## src/rtl/semafor_pkg.sv

```systemverilog
// semafor_pkg
// Shared definitions for the traffic-light controller and the direction
// modules that listen to its phase broadcast.
//   phase_t        : 3-bit phase code driven on stare_semafor
//   PH_*           : phase code constants (101 and 110 are never driven)
//   cnt_width()    : minimum counter width able to hold 0..n-1 (at least 1 bit)
//   dir_phase()    : phase code of direction index 0..3 (EST, SUD, VEST, NORD)
package semafor_pkg;

  typedef logic [2:0] phase_t;

  localparam phase_t PH_ALL_RED     = 3'b000;
  localparam phase_t PH_EST         = 3'b001;
  localparam phase_t PH_SUD         = 3'b010;
  localparam phase_t PH_VEST        = 3'b011;
  localparam phase_t PH_NORD        = 3'b100;
  localparam phase_t PH_INTERMITENT = 3'b111;

  function automatic int cnt_width(input int n);
    return (n <= 2) ? 1 : $clog2(n);
  endfunction

  function automatic phase_t dir_phase(input logic [1:0] idx);
    case (idx)
      2'd0:    return PH_EST;
      2'd1:    return PH_SUD;
      2'd2:    return PH_VEST;
      default: return PH_NORD;
    endcase
  endfunction

endpackage

```

## src/rtl/semafor_if.sv

```systemverilog
// semafor_if
// Broadcast bus between the controller and the four direction modules.
//   stare_semafor : phase code from the controller
//   clk_div       : active-low tick, low one clk cycle per prescaler period
//   clk_div_int   : flashing-amber enable, meaningful only in PH_INTERMITENT
//   ready_E/S/V/N : phase-done pulses from each direction module
// Modports: master = controller side, slave = direction module side.
interface semafor_if;
  import semafor_pkg::*;

  phase_t stare_semafor;
  logic   clk_div;
  logic   clk_div_int;
  logic   ready_E;
  logic   ready_S;
  logic   ready_V;
  logic   ready_N;

  modport master (
    output stare_semafor, clk_div, clk_div_int,
    input  ready_E, ready_S, ready_V, ready_N
  );

  modport slave (
    input  stare_semafor, clk_div, clk_div_int,
    output ready_E, ready_S, ready_V, ready_N
  );

endinterface

```

## src/rtl/semafor_prescaler.sv

```systemverilog
// semafor_prescaler
// Free-running divider that produces the system tick.
//   clk     : system clock
//   rst     : asynchronous active-high reset
//   clk_div : low exactly one clk cycle every DIV_CYC cycles (the tick)
module semafor_prescaler
  import semafor_pkg::*;
#(
  parameter int DIV_CYC = 16
) (
  input  logic clk,
  input  logic rst,
  output logic clk_div
);

  localparam int CNT_W = cnt_width(DIV_CYC);
  localparam logic [CNT_W-1:0] CNT_LAST = CNT_W'(DIV_CYC - 1);

  logic [CNT_W-1:0] cnt;

  // Count 0..DIV_CYC-1 continuously and wrap; the count is never stopped,
  // so the tick keeps running in every controller state.
  always_ff @(posedge clk or posedge rst) begin
    if (rst) begin
      cnt <= '0;
    end else if (cnt == CNT_LAST) begin
      cnt <= '0;
    end else begin
      cnt <= cnt + 1'b1;
    end
  end

  // Decoded straight from the count register, so it is glitch-free and
  // reads 1 while reset holds the count at zero.
  assign clk_div = (cnt != CNT_LAST);

endmodule

```

## src/rtl/semafor_ctrl.sv

```systemverilog
// semafor_ctrl
// Intersection phase sequencer: all-red clearance between greens, greens in
// fixed order EST->SUD->VEST->NORD, per-green watchdog, and a flashing-amber
// mode for night operation or after a watchdog fault.
//   clk        : system clock
//   rst        : asynchronous active-high reset
//   mod_noapte : night-mode request (level)
//   bus        : semafor_if master (phase code, tick, blink enable, readies)
//   fault      : sticky watchdog flag, cleared only by rst
module semafor_ctrl
  import semafor_pkg::*;
#(
  parameter int DIV_CYC    = 16,
  parameter int T_CLEAR    = 2,
  parameter int T_TIMEOUT  = 40,
  parameter int BLINK_HALF = 1
) (
  input  logic       clk,
  input  logic       rst,
  input  logic       mod_noapte,
  semafor_if.master  bus,
  output logic       fault
);

  localparam logic [1:0] ST_CLEAR = 2'd0;
  localparam logic [1:0] ST_GREEN = 2'd1;
  localparam logic [1:0] ST_FLASH = 2'd2;

  localparam int CLR_W = cnt_width(T_CLEAR);
  localparam int WD_W  = cnt_width(T_TIMEOUT);
  localparam int BL_W  = cnt_width(BLINK_HALF);
  localparam logic [CLR_W-1:0] CLR_LAST = CLR_W'(T_CLEAR - 1);
  localparam logic [WD_W-1:0]  WD_LAST  = WD_W'(T_TIMEOUT - 1);
  localparam logic [BL_W-1:0]  BL_LAST  = BL_W'(BLINK_HALF - 1);

  logic             clk_div_n;
  logic             tick;
  logic [1:0]       state;
  logic [1:0]       dir_idx;
  logic             ready_match;
  phase_t           phase_q;
  logic             blink_q;
  logic [CLR_W-1:0] clear_cnt;
  logic [WD_W-1:0]  wd_cnt;
  logic [BL_W-1:0]  blink_cnt;

  semafor_prescaler #(
    .DIV_CYC (DIV_CYC)
  ) u_prescaler (
    .clk     (clk),
    .rst     (rst),
    .clk_div (clk_div_n)
  );

  assign tick              = ~clk_div_n;
  assign bus.clk_div       = clk_div_n;
  assign bus.stare_semafor = phase_q;
  assign bus.clk_div_int   = blink_q;

  // Only the ready of the direction currently (or next) in green counts;
  // the other three are simply not looked at.
  always_comb begin
    ready_match = 1'b0;
    case (dir_idx)
      2'd0:    ready_match = bus.ready_E;
      2'd1:    ready_match = bus.ready_S;
      2'd2:    ready_match = bus.ready_V;
      default: ready_match = bus.ready_N;
    endcase
  end

  // Phase sequencer. Outputs are registered next to the state so the phase
  // code changes in the cycle after the condition that caused the move.
  // dir_idx always names the direction of the pending or current green and
  // only advances when that green finishes on its own ready.
  always_ff @(posedge clk or posedge rst) begin
    if (rst) begin
      state     <= ST_CLEAR;
      phase_q   <= PH_ALL_RED;
      blink_q   <= 1'b0;
      fault     <= 1'b0;
      dir_idx   <= 2'd0;
      clear_cnt <= '0;
      wd_cnt    <= '0;
      blink_cnt <= '0;
    end else begin
      case (state)
        ST_CLEAR: begin
          // Clearance is a phase boundary, so night mode may take over here.
          if (mod_noapte) begin
            state     <= ST_FLASH;
            phase_q   <= PH_INTERMITENT;
            blink_q   <= 1'b1;
            blink_cnt <= '0;
          end else if (tick) begin
            if (clear_cnt == CLR_LAST) begin
              state   <= ST_GREEN;
              phase_q <= dir_phase(dir_idx);
              wd_cnt  <= '0;
            end else begin
              clear_cnt <= clear_cnt + 1'b1;
            end
          end
        end

        ST_GREEN: begin
          // Ready is checked first so it beats a coincident watchdog expiry.
          if (ready_match) begin
            dir_idx <= dir_idx + 1'b1;
            if (mod_noapte) begin
              state     <= ST_FLASH;
              phase_q   <= PH_INTERMITENT;
              blink_q   <= 1'b1;
              blink_cnt <= '0;
            end else begin
              state     <= ST_CLEAR;
              phase_q   <= PH_ALL_RED;
              clear_cnt <= '0;
            end
          end else if (tick) begin
            if (wd_cnt == WD_LAST) begin
              state     <= ST_FLASH;
              phase_q   <= PH_INTERMITENT;
              blink_q   <= 1'b1;
              blink_cnt <= '0;
              fault     <= 1'b1;
            end else begin
              wd_cnt <= wd_cnt + 1'b1;
            end
          end
        end

        ST_FLASH: begin
          // A latched fault pins the block here until reset.
          if (!mod_noapte && !fault) begin
            state     <= ST_CLEAR;
            phase_q   <= PH_ALL_RED;
            blink_q   <= 1'b0;
            clear_cnt <= '0;
            dir_idx   <= 2'd0;
          end else if (tick) begin
            if (blink_cnt == BL_LAST) begin
              blink_q   <= ~blink_q;
              blink_cnt <= '0;
            end else begin
              blink_cnt <= blink_cnt + 1'b1;
            end
          end
        end

        default: begin
          state     <= ST_CLEAR;
          phase_q   <= PH_ALL_RED;
          blink_q   <= 1'b0;
          clear_cnt <= '0;
        end
      endcase
    end
  end

endmodule

```

## src/flat_wrapper.sv

```systemverilog
// flat-port wrapper written by rule: the top's interface ports become plain ports
module semafor_ctrl_flat import semafor_pkg::*;
#(
  parameter int DIV_CYC    = 16,
  parameter int T_CLEAR    = 2,
  parameter int T_TIMEOUT  = 40,
  parameter int BLINK_HALF = 1
)
  (clk, rst, mod_noapte, fault, bus_stare_semafor, bus_clk_div, bus_clk_div_int, bus_ready_E, bus_ready_S, bus_ready_V, bus_ready_N);
  semafor_if bus_i ();
  input  logic clk;
  input  logic rst;
  input  logic mod_noapte;
  output logic fault;
  output wire logic [$bits(bus_i.stare_semafor)-1:0] bus_stare_semafor;
  output wire logic [$bits(bus_i.clk_div)-1:0] bus_clk_div;
  output wire logic [$bits(bus_i.clk_div_int)-1:0] bus_clk_div_int;
  input wire logic [$bits(bus_i.ready_E)-1:0] bus_ready_E;
  input wire logic [$bits(bus_i.ready_S)-1:0] bus_ready_S;
  input wire logic [$bits(bus_i.ready_V)-1:0] bus_ready_V;
  input wire logic [$bits(bus_i.ready_N)-1:0] bus_ready_N;
  assign bus_stare_semafor = bus_i.stare_semafor;
  assign bus_clk_div = bus_i.clk_div;
  assign bus_clk_div_int = bus_i.clk_div_int;
  assign bus_i.ready_E = bus_ready_E;
  assign bus_i.ready_S = bus_ready_S;
  assign bus_i.ready_V = bus_ready_V;
  assign bus_i.ready_N = bus_ready_N;
  semafor_ctrl #(.DIV_CYC(DIV_CYC), .T_CLEAR(T_CLEAR), .T_TIMEOUT(T_TIMEOUT), .BLINK_HALF(BLINK_HALF)) u_core (.clk(clk), .rst(rst), .mod_noapte(mod_noapte), .bus(bus_i), .fault(fault));
endmodule
```

## config.mk

```make
export PLATFORM = sky130hd
export DESIGN_NAME = semafor_ctrl_flat
export DESIGN_NICKNAME = d
export VERILOG_FILES = /design/src/rtl/semafor_pkg.sv /design/src/rtl/semafor_if.sv /design/src/rtl/semafor_prescaler.sv /design/src/rtl/semafor_ctrl.sv /design/src/flat_wrapper.sv
export SDC_FILE = /design/constraint.sdc
export NUM_CORES = 1
export LEC_CHECK = 0
export CORE_ASPECT_RATIO = 0.8
export CORE_MARGIN = 4
export CORE_UTILIZATION = 50
export CTS_CLUSTER_DIAMETER = 120
export CTS_CLUSTER_SIZE = 10
export DETAILED_ROUTE_END_ITERATION = 12
export PLACE_DENSITY = 0.68
export SLEW_MARGIN = 25
export SYNTH_ARGS = -nofsm -noshare
export SYNTH_HDL_FRONTEND = slang
export SYNTH_SLANG_ARGS = --single-unit
```

## constraint.sdc

```tcl
create_clock -name clk -period 2.35 [get_ports clk]
set_input_delay 0.705 -clock clk [delete_from_list [all_inputs] [get_ports clk]]
set_output_delay 0.705 -clock clk [all_outputs]
set_load 0.01 [all_outputs]
```

* Yosys cells after proc, flatten, opt, wreduce, memory -nomap -nowiden
Cells that the tools add are included.
** Operators by class
- Add/subtract/negate cells :: 5
- Equal/unequal tests :: 24
- Multiplexer cells :: 53
- Bitwise logic cells :: 3
- Reduce and logical (&&, ||, !) cells :: 15
** Operator list (number)
- 6-bit two-way mux :: 6
- 3-bit two-way mux :: 8
- 1-bit two-way mux :: 20
- 2-bit two-way mux :: 9
- 3-bit one-hot mux with 3 select lines :: 2
- 2-bit inequality test, second input constant :: 8
- 5-bit AND reduction :: 3
- 3-bit inequality test, second input constant :: 4
- 1-bit one-hot mux with 3 select lines :: 4
- 6-bit one-hot mux with 2 select lines :: 1
- 4-bit AND reduction :: 2
- 7-bit AND reduction :: 1
- 6-bit by 1-bit adder with 6-bit output, second input constant :: 1
- 6-bit == test, second input constant :: 1
- 2-bit by 1-bit inequality test with 1-bit output, second input constant :: 3
- 2-bit one-hot mux with 3 select lines :: 1
- 4-bit by 1-bit adder with 4-bit output, second input constant :: 1
- 2-bit by 1-bit == test with 1-bit output, second input constant :: 2
- 2-bit == test, second input constant :: 2
- 4-bit == test, second input constant :: 1
- 2-bit zero test :: 2
- 4-bit two-way mux :: 1
- 4-bit inequality test, second input constant :: 1
- 2-bit one-hot mux with 2 select lines :: 1
- 10 further kinds :: 15
** Storage, ports and cells
- Register bits after elaboration :: 21
- Input bits :: 7

* Longest topological paths before layout
- Depth in word-level cells :: 6
- Gate-level depth with buffers :: 7

* Modules after synthesis
Synthesis repeated with hierarchy kept, for this count alone.
** Second synthesis, totals
- Cells, all modules :: 148
- Area, all modules :: 1378.8 sq um
** Modules (own cells, without submodules)
- semafor_ctrl :: instances 1, cells each 134, area each 1206.2 sq um, sequential area each 425.4 sq um
- semafor_prescaler :: instances 1, cells each 14, area each 172.7 sq um, sequential area each 100.1 sq um

* Worst setup path after synthesis
Ideal clock, no wire load.
- Path type :: input to register
- Start :: input port bus_ready_V
- End :: register u_core.phase_q[0] (netlist: u_core.bus.stare_semafor[0])
- Library setup time :: 125 ps
- Data arrival time :: 1794 ps
- Data required time :: 2225 ps
- Slack :: 432 ps
- Cell stages on the path :: 4
- Buffers on the path :: 0
- Path through :: a22oi_1 -> a21o_1 -> a311oi_4 -> mux2_2
** On the way
- Cells in the longest elaborated chain, start to end :: 3
** Ends and longest elaborated chain
- start, declared :: line flat_wrapper.sv:20 : input wire logic [$bits(bus_i.ready_V)-1:0] bus_ready_V;
- 1-bit one-hot mux with 3 select lines * :: line semafor_ctrl.sv:64 : case (dir_idx)
- 3-bit inequality test (no line), or another cell as far along
- 5-bit AND reduction (no line) or 3-bit one-hot mux with 3 select lines (tied branches)
- end signal, assigned :: line semafor_ctrl.sv:98 : phase_q <= dir_phase(dir_idx);
- end, declared :: line semafor_ctrl.sv:41 : phase_t phase_q;
Every way passes the cells marked *; elsewhere a longest branch is shown, timed or not.
A chain may end at the register's enable or synchronous reset.

* Worst setup path after layout
- Start :: register u_core.u_prescaler.cnt[0]
- End :: output port bus_clk_div
** On the way
- Cells in the longest elaborated chain, start to end :: 1
** Ends and longest elaborated chain
- start, declared :: line semafor_prescaler.sv:19 : logic [CNT_W-1:0] cnt;
- start signal, assigned :: line semafor_prescaler.sv:29 : cnt <= cnt + 1'b1;
- 4-bit inequality test :: line semafor_prescaler.sv:35 : assign clk_div = (cnt != CNT_LAST);
- end, declared :: line flat_wrapper.sv:16 : output wire logic [$bits(bus_i.clk_div)-1:0] bus_clk_div;
Every way passes these cells.

==> reports/metrics.cfg <==
[critical_path]
cp.arrival_ns = 1.54
crit_path_start_kind = flop
crit_path_end_kind = output pin
cp_max_fo = 4
path_class = flop to output pin
critPathRequiredTime_ns = 1.64

[cts]
clkTransAtPathRegs_ns = 0.12
cts_sinks = 21
htree_num_levels = 1
clk_latency_ns = 0.31
cts_tree = yes
cts_made_buffers = 3
clockBufferDepth = 2
clock-root-buffer = clkbuf_4

[logic_synthesis]
synthesis.nets = 160
syn-instance-count = 143
avgSynthCellArea_um2 = 9.74
synth-xor-area-share_pct = 0.629
ys_seq_elements = 21
synth_top_family_by_area = compound AO/OA/AOI/OAI gates
ys_types = 49
synth_edf_count = 0
synth_compound_area_share_pct = 26.2
yosys.area_share.simple_pct = 14.9
syn_area_um2 = 1390
ys_seq_area_share_pct = 37.7
yosys_warnings = 0
synthAdderAreaFrac_pct = 8.98
synthMuxAreaShare_pct = 6.83
synth_flop_cell = dfrtp_1
async_flop_share_pct = 100

[die]
die_height_um = 55.2
die_w_um = 67.0
rows = 16
floorplan.die_area_um2 = 3700
ios = 13
core-area_um2 = 2540
start_util_pct = 54.8

[cells_and_area]
fin_nets = 188
num_antenna_cells = 0
layout-drive-gt1-share_pct = 17.6
area_growth_pct = 20.7
multi_input_area_um2 = 802
seq_area_um2 = 526
fin_util_pct = 66.1
fillers = 221
final_cells = 206

[timing]
min_period_ns = 2.24
setup_viol = 0
worstMarginPinSlew_ns = 0.382
slew_headroom_pct = 73.8
fmax_mhz = 446
rsz0062_at_grt = no
hold_violations = 0
min_period_over_period_pct = 95.4
fin_skew_ns = 0.0130
finalMaxSlewViolations = 0

[grt]
grt.total_usage_pct = 18.5
grt_max_degree = 22
grt_pass1_wl_um = 5380
grt_remaining_overflow = 0
antenna_found_initial = 0
grt_pass1_vias = 1113

[power_and_ir_drop]
p_leak_nw = 0.731
p_per_area_nw_per_um2 = 1040
ir_worst_vdd_mv = 0.552

[placed_design]
dp_cells = 201
portBuffers = 12
routabilityCongestion = 0.885
detailed_place_hpwl_um = 2390

[detailed_routing]
drt_pass1_iterations = 4
initialDrtViolationCount = 60
post_drt_wl_per_cell_um = 15.4
drc_errors = 0
ant_nets = 0
routed_wl_um = 3160
viasPerCell = 5.89
vias = 1214

[outcome]
outcome = completed

[flow_run]
drv_cap = 0

[worst_hold_path]
hold_path_class = flop to flop

cells in the final DEF (no fill, tap or decap), drive strengths merged, types with 2 or more instances in the layout:
cell	netlist	routed
a31o	2	2
nand4	3	3
dfrtp	21	21
nand2b	4	4
and3	4	4
clkinv	1	2
o21bai	2	2
o21ai	8	8
a41oi	2	2
nor3	3	3
clkdlybuf4s50	0	11
nand3	3	3
nand2	8	8
nor2	10	10
and2	2	2
a211oi	3	3
a21oi	6	6
clkbuf	2	3
mux2i	5	5
mux2	4	4
ha	10	10
o2bb2ai	2	2
buf	3	16
inv	10	10
a311oi	3	3
a31oi	5	5
state kept, by name, summed over array words and instances (netlist names):
register,cells
u_core.blink_cnt,1
u_core.bus.clk_div_int,1
u_core.bus.stare_semafor,3
u_core.clear_cnt,1
u_core.dir_idx,2
u_core.fault,1
u_core.state,2
u_core.u_prescaler.cnt,4
u_core.wd_cnt,6
worst max-delay path, stage by stage (launching register included):
cell	delay, ns
dfrtp_1	0.41
ha_1	0.25
and3_1	0.22
inv_2	0.09
dlygate4sd2_1	0.27
synthesized netlist by cell type, types with 3 or more instances:
cell,number,area [um2]
a211oi_1,3,22.5
a21oi_1,6,30.0
a31oi_1,4,25.0
and3_1,4,25.0
dfrtp_1,21,526
ha_1,10,125
inv_1,9,33.8
mux2_2,3,33.8
mux2i_1,5,50.1
nand2_1,8,30.0
nand2b_1,4,25.0
nand3_1,3,15.0
nor2_1,10,37.5
nor3_1,3,15.0
o21ai_0,8,40.0
power breakdown:
group	total [W]	switching, W	internal, W	leakage, nW
Combinational	0.00100	0.000516	0.000487	0.443
Clock	0.000175	0.000111	0.0000636	0.0177
Sequential	0.000563	0.000102	0.000461	0.270
through the flow:
step	power (W)	setup TNS, ns	hold slack (ns)	area, um2	worst slack (ns)
6_report	0.00174	0	0.506	1680	0.109
4_1_cts	0.00174	0	0.511	1680	0.101
3_3_place_gp	0.00154	0	0.470	1650	0.000283
3_5_place_dp	0.00156	-0.0963	0.481	1650	-0.0300
5_1_grt	0.00188	0	0.537	1680	0.0560
2_1_floorplan	0.00121	0	0.452	1390	0.432
routing by layer:
metal | vias up | track usage (%) | share of wire, %
li1 | 595 | - | -
met1 | 585 | 28.5 | 51
met2 | 32 | 27.0 | 44
met3 | 2 | 4.46 | 5.1
met4 | 0 | 1.73 | 0.32
met5 | - | 0 | 0
worst paths after layout:
path / start / slack, ns / depth (start not counted) / to
max: u_core.u_prescaler.cnt[0] / 0.11 / 4 / bus_clk_div
min: u_core.bus.stare_semafor[2] / 0.51 / 1 / u_core.bus.stare_semafor[2]
max reg2reg: u_core.u_prescaler.cnt[1] / 0.30 / 6 / u_core.bus.stare_semafor[1]
min reg2reg: u_core.bus.stare_semafor[2] / 0.51 / 1 / u_core.bus.stare_semafor[2]
max in group asynchronous: rst / 1.40 / 3 / u_core.bus.clk_div_int
min in group asynchronous: rst / 0.71 / 3 / u_core.bus.stare_semafor[2]
what timing repair did:
item	in CTS	in global routing
hold buffers	0	0
endpoints found under the hold margin	0	0
setup endpoints to repair	1	0
setup buffers	1	0
resized for setup	1	0
area by class of cell:
type / count / area share [%]
Clock buffer: 3 / 1.34
Clock inverter: 1 / 0.298
Inverter: 11 / 2.46
Multi-Input combinational cell: 106 / 47.7
Sequential cell: 21 / 31.3
Tap cell: 36 / 2.68
Timing Repair Buffer: 28 / 14.2
logic make-up after synthesis:
logic type / Yosys count
AOI/OAI and AO/OA: 47
xor gates and xnor gates: 1
adders and majority gates: 10
buffers and inverters: 16
DFF: 21
muxes: 9
and+or+nand+nor: 39
Note: power is estimated with default switching activity, not from simulation.
==> RTL change 1 (same settings) <==
`DIV_CYC` is set to 16 in 3 places; all go to 24.
--- a/src/rtl/semafor_prescaler.sv
+++ b/src/rtl/semafor_prescaler.sv
@@ -7,5 +7,5 @@
   import semafor_pkg::*;
 #(
-  parameter int DIV_CYC = 16
+  parameter int DIV_CYC = 24
 ) (
   input  logic clk,
--- a/src/rtl/semafor_ctrl.sv
+++ b/src/rtl/semafor_ctrl.sv
@@ -11,5 +11,5 @@
   import semafor_pkg::*;
 #(
-  parameter int DIV_CYC    = 16,
+  parameter int DIV_CYC    = 24,
   parameter int T_CLEAR    = 2,
   parameter int T_TIMEOUT  = 40,
--- a/src/flat_wrapper.sv
+++ b/src/flat_wrapper.sv
@@ -2,5 +2,5 @@
 module semafor_ctrl_flat import semafor_pkg::*;
 #(
-  parameter int DIV_CYC    = 16,
+  parameter int DIV_CYC    = 24,
   parameter int T_CLEAR    = 2,
   parameter int T_TIMEOUT  = 40,
Formal check against the unedited RTL: same outputs for any inputs over 10 cycles, from zero or initial values and one cycle with rst high; that may be too few to reach the edited logic, so the function may still have changed.
==> RTL change 1 against the original RTL <==
  * Routed wire length decreased by 14%
  * Largest cell class unchanged
  * Total power decreased by 11%
  * Setup slack got worse by 3.6 ps
  * Die area decreased by 3.3%
  * Final area decreased by 3.7%
  * Synthesized area decreased by 3.8%
  * Sequential cell count increased by 1
  * Sequential share of layout area increased by 2.8 points
==> RTL change 1: results (changes against the original RTL) <==
status=finished clean; compound-gate portion of the synthesized area=22.2% (-4.0 points); Met1 Routed Length=1430 um (-11%); global-route usage over all layers=17.0% (-1.6 points); biggest area contributors in the synthesized netlist=dfrtp_1 41%, ha_1 9.3%, o21ai_0 5.6%; top cell types by occurrence after synthesis=22 x dfrtp_1, 16 x nand2_1, 15 x o21ai_0; final std cells w/o fill=198 (-3.9%); met3 usage in global routing=4.93% (+0.47 points); post-synthesis sequential area ratio=41.1% (+3.3 points); Post-Synth XOR/XNOR Area=1.31% (+0.68 points); layout cells sized above 1=15.4% (-2.2 points); cell leakage power=0.000730 uW (about the same); hold path startpoint=u_core.u_prescaler.cnt[0]; post-route clock skew=4.24 ps (-8.72 ps); pre-CTS worst setup slack=-79.3 ps (-49.3 ps); Critical R2R Launch=u_core.wd_cnt[0]; WHS=467 ps (-39.1 ps); worst hold endpoint=u_core.u_prescaler.cnt[0]; total met3 wirelength after detailed routing=143 um (-11%); multiplexer fraction of the synthesized cell area=5.98% (-0.85 points); average detailed-routed wire length per instance=13.8 um (-10%); RePlAce Congestion=0.840 (-5.1%); fraction of the mapped netlist area in adder cells=9.34% (+0.35 points); top fanout value on the critical path=3 (-1); detailed-route vias per instance=5.49 (-6.8%); routed wire length on met2=1150 um (-18%); post-synth cell types=35 (-29%); filler cell count=212 (-4.1%); post-placement cell area=0.00158 mm^2 (-3.9%); first-pass GRT wire length=4600 um (-15%); startpoint of the worst setup timing path=u_core.u_prescaler.cnt[0]; # Post-CTS Setup Buffers=0 (-1); pin count of the biggest net entering global routing=23 (+4.5%); number of instances in the placed design=194 (-3.5%); actual slew at the worst max-slew pin=432 ps (+49.8 ps); Global Route met2 Usage=24.1% (-2.9 points); via count of the first global-routing pass=960 (-14%); nets in the synthesized netlist=154 (-3.8%); worst IR drop on VDD=0.570 mV (+3.2%); net count reported at finish=180 (-4.3%); terminus of the critical flop-to-flop path=u_core.bus.stare_semafor[2]; number of standard cells after synthesis=137 (-4.2%); global-route met1 utilization=25.9% (-2.6 points)
[RTL change 1: worst max-delay path, cell delays in order (launching register included)]
cell	delay [ps]
dfrtp_1	420
ha_1	240
and4b_1	230
inv_1	80
dlygate4sd2_1	270
[RTL change 1: cell type report]
| class | instances | area, um^2 | area share [%] |
|---|---|---|---|
| flip-flops and latches | 22 | 551 | 34.0 |
| inverters | 12 | 45.0 | 2.78 |
| well taps | 36 | 45.0 | 2.78 |
| clock buffers | 4 | 36.3 | 2.24 |
| multi-input cells | 100 | 732 | 45.2 |
| repair buffers | 24 | 209 | 12.9 |
[RTL change 1: report_power, final]
group / switching, uW / leakage, uW / total [uW] / internal [uW]
Combinational: 402 / 0.000419 / 819 / 417
Sequential: 66.7 / 0.000290 / 522 / 455
Clock: 116 / 0.0000210 / 211 / 94.6
==> RTL change 2 (same flow settings) <==
Without the edit above. Reset style: synchronous (`rst`), changed in 2 clocked blocks. Comments in the files are not updated.
--- a/src/rtl/semafor_prescaler.sv
+++ b/src/rtl/semafor_prescaler.sv
@@ -21,5 +21,5 @@
   // Count 0..DIV_CYC-1 continuously and wrap; the count is never stopped,
   // so the tick keeps running in every controller state.
-  always_ff @(posedge clk or posedge rst) begin
+  always_ff @(posedge clk) begin
     if (rst) begin
       cnt <= '0;
--- a/src/rtl/semafor_ctrl.sv
+++ b/src/rtl/semafor_ctrl.sv
@@ -74,5 +74,5 @@
   // dir_idx always names the direction of the pending or current green and
   // only advances when that green finishes on its own ready.
-  always_ff @(posedge clk or posedge rst) begin
+  always_ff @(posedge clk) begin
     if (rst) begin
       state     <= ST_CLEAR;
Formal check against the unedited RTL: differs if rst is asserted again (counterexample within 4 cycles, from zero or initial values and one cycle with rst high); with rst held inactive, the same outputs for 10 cycles.
==> RTL change 2 against the original RTL <==
  * Maximum frequency increased by 0.42%
  * Routed wire length decreased by 7.6%
  * Register-to-register slack got worse by 40 ps
  * Count of clock-buffer cells in the layout unchanged
  * Final area decreased by 9.6%
  * First-iteration DRC count increased by 12%
  * Synthesized area decreased by 9.6%
  * Sequential cell count unchanged
  * Via count decreased by 4.9%
  * Setup slack improved by 9.3 ps
  * Die area decreased by 8.4%
  * Critical path type unchanged
  * Largest cell class unchanged
Power is not compared: it rests on default switching activity, and its combinational part moved more than twofold at a synthesized area within 25%.
==> RTL change 2: results (changes against the original RTL) <==
status=finished clean; biggest area contributors in the synthesized netlist=dfxtp_1 33%, ha_1 9.9%, nand2_1 4.5%; filler cell count=202 (-8.6%); vias after detailed routing=1155 (-4.9%); pin count of the biggest net entering global routing=16 (-27%); post-route clock skew=8.27 ps (-4.69 ps); layout cells sized above 1=12.7% (-4.9 points); via count of the first global-routing pass=1140 (+2.4%); pre-CTS worst setup slack=-139 ps (-109 ps); portion of the clock cycle consumed by the worst path in the final layout=95.0% (-0.40 points); number of design-rule violations left by the first detailed-router iteration=67 (+12%); placed wire-length estimate after detailed placement=2290 um (-4.4%); nets in the synthesized netlist=167 (+4.4%); Post-Synth XOR/XNOR Area=1.39% (+0.76 points); # Post-CTS Setup Buffers=0 (-1); top cell types by occurrence after synthesis=21 x dfxtp_1, 15 x nand2_1, 14 x inv_1; top fanout value on the critical path=7 (+3); global-route usage over all layers=19.8% (+1.3 points); proportion of synthesized flip-flops having asynchronous set or reset=0% (-100 points); RePlAce Congestion=0.850 (-4.0%); relative area change from synthesis to final layout=20.7% (about the same); post-synthesis sequential area ratio=33.4% (-4.3 points); first-pass GRT wire length=5180 um (-3.7%); multiplexer fraction of the synthesized cell area=3.28% (-3.5 points); net count reported at finish=191 (+1.6%)
[RTL change 2: worst max-delay path, cell delays in order (launching register included)]
cell,delay [ps]
dfxtp_1,410
ha_4,200
nand3_4,110
clkdlybuf4s50_1,500
[RTL change 2: area by class of cell]
cell class | count | share of cell area [%]
clock buffer | 3 | 1.48
clock inverter | 1 | 0.329
inverter | 14 | 3.46
multi-input combinational | 112 | 51.3
sequential | 21 | 27.8
tap | 34 | 2.80
timing repair buffer | 22 | 12.9
[RTL change 2: logic make-up after synthesis]
logic type / after synthesis
muxes: 4
buffers and inverters: 17
DFF: 21
and+or+nand+nor: 55
xor gates and xnor gates: 2
adders and majority gates: 10
AOI/OAI and AO/OA: 41
[RTL change 2: path summary, 6_finish.rpt]
check / depth (start not counted) / start / endpoint
max: 3 / u_core.u_prescaler.cnt[1] / bus_clk_div
min: 2 / u_core.blink_cnt / u_core.blink_cnt
max reg2reg: 7 / u_core.dir_idx[0] / u_core.wd_cnt[3]
min reg2reg: 2 / u_core.blink_cnt / u_core.blink_cnt
[RTL change 2: through the flow]
stage,cell area [um^2],total power (uW),instances
finish,1520,673,207
global route,1520,711,207
CTS,1510,677,207
detailed placement,1480,500,203
global placement,1480,495,203
floorplan,1260,447,150
[RTL change 2: layer usage]
metal / up-vias / GRT usage (%) / share of wire (%)
li1: 586 / - / -
met1: 544 / 24.5 / 49
met2: 21 / 35.7 / 46
met3: 4 / 4.46 / 3.7
met4: 0 / 4.21 / 0.72
met5: - / 0 / 0
[RTL change 2: report_power, final]
group / internal [uW] / switching, uW / leakage, uW
logic: 59.0 / 54.7 / 0.000402
clock network: 63.6 / 113 / 0.0000177
registers: 370 / 13.5 / 0.000171
total: 492 / 181 / 0.000591
